===== config.mk =====
export PLATFORM = sky130hd
export DESIGN_NAME = instr_encoder
export DESIGN_NICKNAME = d
export VERILOG_FILES = /design/src/rtl/instr_encoder.sv
export SDC_FILE = /design/constraint.sdc
export NUM_CORES = 1
export LEC_CHECK = 0
export ABC_AREA = 1
export CORE_MARGIN = 2
export CORE_UTILIZATION = 49
export DETAILED_ROUTE_END_ITERATION = 16
export PLACE_DENSITY = 0.88
export SKIP_LAST_GASP = 1
export SLEW_MARGIN = 10
export SYNTH_ARGS = -nofsm -noshare
export SYNTH_HDL_FRONTEND = slang
export SYNTH_SLANG_ARGS = --single-unit
export TNS_END_PERCENT = 5

===== constraint.sdc =====
create_clock -name CLK -period 3.9 [get_ports CLK]
set_input_delay 0.39 -clock CLK [delete_from_list [all_inputs] [get_ports CLK]]
set_output_delay 0.39 -clock CLK [all_outputs]
set_load 0.02 [all_outputs]

===== src/rtl/instr_encoder.sv =====
// RV32I field-to-instruction encoder feeding a DEPTH-entry output FIFO; 1-cycle latency.
// in_ready drops when the FIFO is full (registered count only); illegal requests become NOP with out_err.
module instr_encoder #(
    parameter int DEPTH = 2
) (
    input  logic        CLK,
    input  logic        RST,
    input  logic        in_valid,
    output logic        in_ready,
    input  logic [6:0]  in_opcode,
    input  logic [4:0]  in_rd,
    input  logic [4:0]  in_rs1,
    input  logic [4:0]  in_rs2,
    input  logic [2:0]  in_funct3,
    input  logic [6:0]  in_funct7,
    input  logic [31:0] in_immed,
    output logic        out_valid,
    input  logic        out_ready,
    output logic [31:0] out_ir,
    output logic        out_err,
    output logic [7:0]  err_cnt
);
    localparam int PW = (DEPTH > 2) ? 2 : 1;
    localparam int CW = $clog2(DEPTH + 1);

    localparam logic [6:0] OPC_LUI    = 7'b0110111;
    localparam logic [6:0] OPC_AUIPC  = 7'b0010111;
    localparam logic [6:0] OPC_JAL    = 7'b1101111;
    localparam logic [6:0] OPC_JALR   = 7'b1100111;
    localparam logic [6:0] OPC_BRANCH = 7'b1100011;
    localparam logic [6:0] OPC_LOAD   = 7'b0000011;
    localparam logic [6:0] OPC_STORE  = 7'b0100011;
    localparam logic [6:0] OPC_OP_IMM = 7'b0010011;
    localparam logic [6:0] OPC_OP_RG3 = 7'b0110011;
    localparam logic [6:0] OPC_SYS    = 7'b1110011;
    localparam logic [31:0] NOP_IR    = 32'h00000013;

    logic [PW-1:0] r_wr_ptr;
    logic [PW-1:0] r_rd_ptr;
    logic [CW-1:0] r_count;
    logic [7:0]    r_err_cnt;
    logic [32:0]   r_mem [DEPTH];

    logic          w_push;
    logic          w_pop;
    logic          w_legal;
    logic [31:0]   w_ir;
    logic [31:0]   w_enc_ir;
    logic          w_sx_i;
    logic          w_sx_b;
    logic          w_sx_j;

    function automatic logic [PW-1:0] wrap_inc(input logic [PW-1:0] p);
        return (p == PW'(DEPTH - 1)) ? '0 : p + PW'(1);
    endfunction

    assign in_ready  = (r_count < CW'(DEPTH));
    assign out_valid = (r_count != '0);
    assign w_push    = in_valid && in_ready;
    assign w_pop     = out_valid && out_ready;
    assign err_cnt   = r_err_cnt;

    // Upper immediate bits must be pure sign extension of the encodable field.
    assign w_sx_i = (&in_immed[31:11]) | ~(|in_immed[31:11]);
    assign w_sx_b = (&in_immed[31:12]) | ~(|in_immed[31:12]);
    assign w_sx_j = (&in_immed[31:20]) | ~(|in_immed[31:20]);

    always_comb begin
        w_ir    = '0;
        w_legal = 1'b0;
        case (in_opcode)
            OPC_OP_RG3: begin
                w_ir    = {in_funct7, in_rs2, in_rs1, in_funct3, in_rd, in_opcode};
                w_legal = 1'b1;
            end
            OPC_JALR, OPC_LOAD, OPC_OP_IMM, OPC_SYS: begin
                w_ir    = {in_immed[11:0], in_rs1, in_funct3, in_rd, in_opcode};
                w_legal = w_sx_i;
            end
            OPC_STORE: begin
                w_ir    = {in_immed[11:5], in_rs2, in_rs1, in_funct3, in_immed[4:0], in_opcode};
                w_legal = w_sx_i;
            end
            OPC_BRANCH: begin
                w_ir    = {in_immed[12], in_immed[10:5], in_rs2, in_rs1, in_funct3,
                           in_immed[4:1], in_immed[11], in_opcode};
                w_legal = w_sx_b && !in_immed[0];
            end
            OPC_LUI, OPC_AUIPC: begin
                w_ir    = {in_immed[31:12], in_rd, in_opcode};
                w_legal = ~(|in_immed[11:0]);
            end
            OPC_JAL: begin
                w_ir    = {in_immed[20], in_immed[10:1], in_immed[11], in_immed[19:12],
                           in_rd, in_opcode};
                w_legal = w_sx_j && !in_immed[0];
            end
            default: begin
                w_ir    = '0;
                w_legal = 1'b0;
            end
        endcase
    end

    assign w_enc_ir = w_legal ? w_ir : NOP_IR;

    always_ff @(posedge CLK) begin
        if (RST) begin
            r_wr_ptr  <= '0;
            r_rd_ptr  <= '0;
            r_count   <= '0;
            r_err_cnt <= '0;
        end else begin
            if (w_push) begin
                r_wr_ptr <= wrap_inc(r_wr_ptr);
            end
            if (w_pop) begin
                r_rd_ptr <= wrap_inc(r_rd_ptr);
            end
            case ({w_push, w_pop})
                2'b10:   r_count <= r_count + CW'(1);
                2'b01:   r_count <= r_count - CW'(1);
                default: r_count <= r_count;
            endcase
            if (w_push && !w_legal && (r_err_cnt != 8'hFF)) begin
                r_err_cnt <= r_err_cnt + 8'd1;
            end
        end
    end

    // Storage needs no reset: the head is masked whenever the FIFO is empty.
    always_ff @(posedge CLK) begin
        if (!RST && w_push) begin
            r_mem[r_wr_ptr] <= {~w_legal, w_enc_ir};
        end
    end

    assign {out_err, out_ir} = out_valid ? r_mem[r_rd_ptr] : 33'd0;

endmodule


==> results.yml, run 1 <==
sta:
  rsz0062_at_grt: "no"
  hold_viol: 0
  setup_tns_ns: 0
  hold_ws_ns: 0.4849
  slew_violations: 0
  max_freq_mhz: 335.8
  tightest_slew_ns: 0.9390
  max_slew_margin: 0.3733
  setup_viol: 0
  finalCriticalPeriod_ns: 2.978
  period_share: 0.7636
  fin_skew_ns: 0.01195
drt:
  routed_via_density: 5.119
  num_vias: 3906
  post-route-drc-count: 0
  ant_nets: 0
  drt_iter0_markers: 245
  wl_per_cell_um: 14.30
  drt_pass1_iterations: 7
  totalWireLength_um: 10910
finish:
  multi_input_area_um2: 1718
  area_delta_synth_final_pct: 32.91
  mostFrequentLayoutCell: "nand2_1"
  fin_util: 0.6634
  final_cell_mix: "nand2_1, clkdlybuf4s50_1, inv_1"
  fillers: 696
  nNetsFinal: 720
  diodes: 0
  drive_above_1_share: 0.06565
  seq_area_um2: 2242
flow_run:
  cap_violations: 0
clocking:
  hold_buffers: 0
  cts_max_level: 3
  cts_tree: "done"
  worstSkewPairLatency_ns: 0.35
  postCtsResizedCells: 0
  cts-root-buf: "clkbuf_8"
  numCtsBuffers: 9
  postCtsSetupBuffers: 0
  cts.sinks: 79
  clock_path_buffers: 2
  clkTransAtPathRegs_ns: 0.08
placement:
  dpl.hpwl_um: 8251
  place.gp.congestion: 0.8584
  io_buffers: 110
synthesis:
  yosys_warnings: 0
  syn_inst: 537
  synth_area_um2: 4289
  ys_seq_elements: 79
  synth_area_per_cell_um2: 7.987
  yosysSeqAreaShare: 0.5228
  netlist-cell-type-count: 31
die:
  die_w_um: 97.56
  num_rows: 34
  num_io_pins: 111
  die_h_um: 97.56
  coreArea_um2: 8593
  start_util: 0.4991
  die_area_um2: 9518
grt:
  grt_max_degree: 35
  grt_pass1_vias: 3801
  grt_busiest_layer: "met2"
  use_met3: 0.04460
  track_usage: 0.2340
  grt_pass1_wl_um: 17710
  grt_util_met2: 0.3830
  grt_use_met1: 0.2952
  grt_overflow: 0
  antenna_found_initial: 0
power_and_ir_drop:
  p_leak_nw: 2.524
  ir_worst_vdd_mv: 0.2288
  power_density_nw_per_um2: 459.9
critical_path:
  critPathKind: "flop to primary output"
  worst_ep_required_time_ns: 3.51
  crit_fanout: 34
  crit_path_end_kind: "primary output"
  arrival_ns: 2.59
  critPathLaunchType: "flop"
worst_hold_path:
  hp-class: "flop to flop"
status:
  status: "complete, no violations"
-- worst paths after layout --
path,slack [ns],from,endpoint,cells after the start
worst max-delay path,0.92,flop,out_ir[19],5
worst min-delay path,0.48,r_rd_ptr$_SDFFE_PP0P_,flop,1
worst max register to register,2.03,r_count[0]$_SDFFE_PP0P_,r_count[1]$_SDFFE_PP0P_,10
worst min register to register,0.48,r_rd_ptr$_SDFFE_PP0P_,flop,1
-- layout make-up --
class	instances	share of cell area
Tap cell	108	0.02371
Clock buffer	10	0.02239
Sequential cell	79	0.3933
Clock inverter	6	0.01076
Inverter	74	0.04873
Timing Repair Buffer	115	0.1997
Multi-Input combinational cell	371	0.3014
-- cell families after synthesis --
group | after synthesis | share of synthesized area
xor gates and xnor gates | 6 | 0.01225
AOI/OAI and AO/OA | 78 | 0.09802
buffers and inverters | 90 | 0.08168
adders and majority gates | 2 | 0.005833
other | 1 | 0.0008743
DFF | 79 | 0.5228
and+or+nand+nor | 281 | 0.2786
-- flip-flops by register name, summed over array words and instances, names as in the netlist, named ones only --
register,cells
r_mem,66
err_cnt,8
r_count,2
r_rd_ptr,1
r_wr_ptr,1
-- Yosys cell counts --
library cell / number / area (µm²)
o21bai_1: 5 / 37.54
o31ai_1: 1 / 7.510
conb_1: 1 / 3.750
buf_2: 1 / 5.000
nor3_1: 3 / 15.01
inv_1: 68 / 255.2
dfxtp_1: 13 / 260.3
o21ai_1: 1 / 5.000
nor2_2: 1 / 6.260
nand3_4: 1 / 17.52
buf_4: 3 / 22.52
nor3_2: 2 / 20.02
nor2_1: 46 / 172.7
edfxtp_1: 66 / 1982
nand2_2: 5 / 31.28
inv_2: 6 / 22.52
nor2_4: 3 / 33.78
xor2_1: 6 / 52.55
nand3_1: 30 / 150.1
o21ai_0: 17 / 85.08
o211ai_1: 3 / 22.52
nand2_1: 186 / 698.2
ha_1: 2 / 25.02
nand4_4: 1 / 21.27
clkbuf_1: 9 / 33.78
a31oi_1: 1 / 6.260
a21oi_1: 45 / 225.2
o22ai_1: 5 / 31.28
nand4_1: 1 / 6.260
buf_1: 3 / 11.26
nand2_4: 2 / 22.52
-- metal layers --
metal,vias to the layer above,wire [µm]
met4,0,394
li1,1948,-
met3,34,690
met2,169,5203
met1,1755,4621
met5,-,0
-- critical path: stages (launching register included) --
cell and delay [ns]:
dfxtp_1 0.30, buf_4 0.23, inv_1 0.73, nand2_1 0.12, a21oi_1 0.21, clkdlybuf4s50_1 0.63
-- stage by stage --
stage               worst slack [ns]  instance area [µm²]  instances  total power [mW]
CTS                           0.8833                 5700        763             2.634
global placement               1.333                 5512        747             2.039
finish                        0.9221                 5700        763             2.622
detailed placement             1.276                 5512        747             2.060
floorplan                     0.4687                 4300        540             1.577
global route                  0.6941                 5700        763             2.749
-- report_power, final --
part	switching, mW	total (mW)	internal, mW
registers	0.0316	1.01	0.979
logic	0.593	1.03	0.434
clock network	0.290	0.584	0.294
total	0.915	2.62	1.71
(Power assumes the default switching activity.)
==> run 2: changes to the inputs <==
==> constraint.sdc (replaced) <==
create_clock -name CLK -period 2.9 [get_ports CLK]
set_input_delay 0.29 -clock CLK [delete_from_list [all_inputs] [get_ports CLK]]
set_output_delay 0.29 -clock CLK [all_outputs]
set_load 0.02 [all_outputs]
==> results.yml, run 2 (synthesis results as in run 1) <==
sta:
  setup_tns_ns: 0
  hold_viol: 0
  max_slew_margin: 0.6635
  rsz0062_at_grt: "no"
  max_freq_mhz: 428.8
  tightest_slew_ns: 0.5031
  finalCriticalPeriod_ns: 2.332
  slew_violations: 0
  fin_skew_ns: 0.01207
  period_share: 0.8042
  setup_viol: 0
critical_path:
  cp_num_buf_inv: 3
  r2r-end: "r_count[1]$_SDFFE_PP0P_"
  crit_path_end_kind: "primary output"
  arrival_ns: 2.04
  critPathKind: "flop to primary output"
  critPathMaxStageDelay_ns: 0.65
  crit_fanout: 33
  critPathLaunchType: "flop"
  crit_cells: 5
  critical_path.endpoint: "out_ir[4]"
  ff2ff_setup_slack_ns: 1.00
  path_delay_family: "buffers and inverters"
  worst_ep_required_time_ns: 2.61
  r2r_cells: 10
  slowest_stage: "clkdlybuf4s50_1"
  r2r-start: "r_count[0]$_SDFFE_PP0P_"
  crit_chain: "inv_1 > buf_4 > nand2_1 > a21oi_1 > clkdlybuf4s50_1"
die:
  num_io_pins: 111
  die_h_um: 97.56
  coreArea_um2: 8593
  die_w_um: 97.56
  start_util: 0.4991
  die_area_um2: 9518
  num_rows: 34
power_and_ir_drop:
  ir_worst_vdd_mv: 0.3867
  seqPwrFrac: 0.366
  p_leak_nw: 2.548
  switching_share: 0.3449
  finalPower_mw: 3.715
  pwr-share-clk: 0.250
  power_density_nw_per_um2: 645.3
  switching_power_mw: 1.281
  internal-power_mw: 2.434
  pwr-share-comb: 0.385
drt:
  post-route-drc-count: 0
  ant_nets: 0
  drt_iter0_markers: 287
  totalWireLength_um: 11530
  drt_pass1_iterations: 5
  num_vias: 4099
  routed_via_density: 5.365
  wl_per_cell_um: 15.09
finish:
  design_area_um2: 5757
  mostFrequentLayoutCell: "nand2_1"
  nNetsFinal: 721
  fin_util: 0.6699
  final_cell_mix: "nand2_1, clkdlybuf4s50_1, inv_1"
  drive_above_1_share: 0.06860
  diodes: 0
  area_delta_synth_final_pct: 34.22
  regMostFlops: "r_mem"
  largest_register_ff_count: 66
clocking:
  clkTransAtPathRegs_ns: 0.08
  postCtsSetupBuffers: 0
  worstSkewPairLatency_ns: 0.35
  cts.sinks: 79
  cts_tree: "done"
  postCtsResizedCells: 0
  numCtsBuffers: 9
  hold_buffers: 0
  clock_path_buffers: 2
  cts_max_level: 3
  cts-root-buf: "clkbuf_8"
worst_hold_path:
  hp-class: "flop to flop"
  hp-start: "r_rd_ptr$_SDFFE_PP0P_"
grt:
  grt_use_met1: 0.3192
  use_met3: 0.03957
  grt_pass1_vias: 3926
  grt_overflow: 0
  grt_pass1_wl_um: 18850
  grt_busiest_layer: "met2"
  antenna_found_initial: 0
  grt_util_met2: 0.4111
  track_usage: 0.2463
  grt_max_degree: 35
placement:
  place.gp.congestion: 0.9737
  dpl.hpwl_um: 8325
  io_buffers: 110
  placed_cell_area_um2: 5525
status:
  status: "complete, no violations"
flow_run:
  cap_violations: 0
run 2: stage by stage:
stage               instances  setup WS [ns]  hold WS, ns
floorplan                 540         0.1835       0.4257
global placement          748         0.5752       0.4383
detailed placement        748         0.4343       0.4445
CTS                       764         0.5539       0.4634
global route              764         0.4790       0.4957
finish                    764         0.5678       0.4646
run 2: worst min-delay path by stage:
stage / end / slack (ns) / depth (start not counted)
after floorplan: flop / 0.43 / 1
after global placement: r_rd_ptr$_SDFFE_PP0P_ / 0.44 / 1
after detailed placement: r_rd_ptr$_SDFFE_PP0P_ / 0.44 / 1
after CTS: r_rd_ptr$_SDFFE_PP0P_ / 0.46 / 1
after global routing: r_wr_ptr$_SDFFE_PP0P_ / 0.50 / 2
final: r_rd_ptr$_SDFFE_PP0P_ / 0.46 / 1
run 2: power groups by stage:
stage	registers [mW]	clock network, mW	logic, mW
after global placement	1.38	0	1.41
after detailed placement	1.38	0	1.42
final	1.36	0.928	1.43
after floorplan	1.38	0	0.739
after global routing	1.37	0.968	1.53
after CTS	1.36	0.929	1.43
run 2: area by class of cell:
| cell class | count | area [µm²] |
|---|---|---|
| clock inverters | 5 | 80.08 |
| multi-input cells | 371 | 1724 |
| fillers | 659 | 2836 |
| inverters | 74 | 277.8 |
| repair buffers | 116 | 1146 |
| flip-flops and latches | 79 | 2242 |
| clock buffers | 11 | 151.4 |
| well taps | 108 | 135.1 |
run 2: per-layer routing:
layer  wire [µm]  vias up
li1            -     1952
met1        4638     1852
met2        5590      263
met3         941       32
met4         360        0
met5           0        -
run 2: worst reg2reg max path, cell delays in order (launching register included):
cell and delay [ns]:
dfxtp_1 0.36, nor2_2 0.09, buf_4 0.34, inv_1 0.10
nand2_1 0.07, inv_1 0.07, ha_1 0.31, a21oi_1 0.12
o21ai_0 0.11, o21ai_0 0.17, a21oi_1 0.05
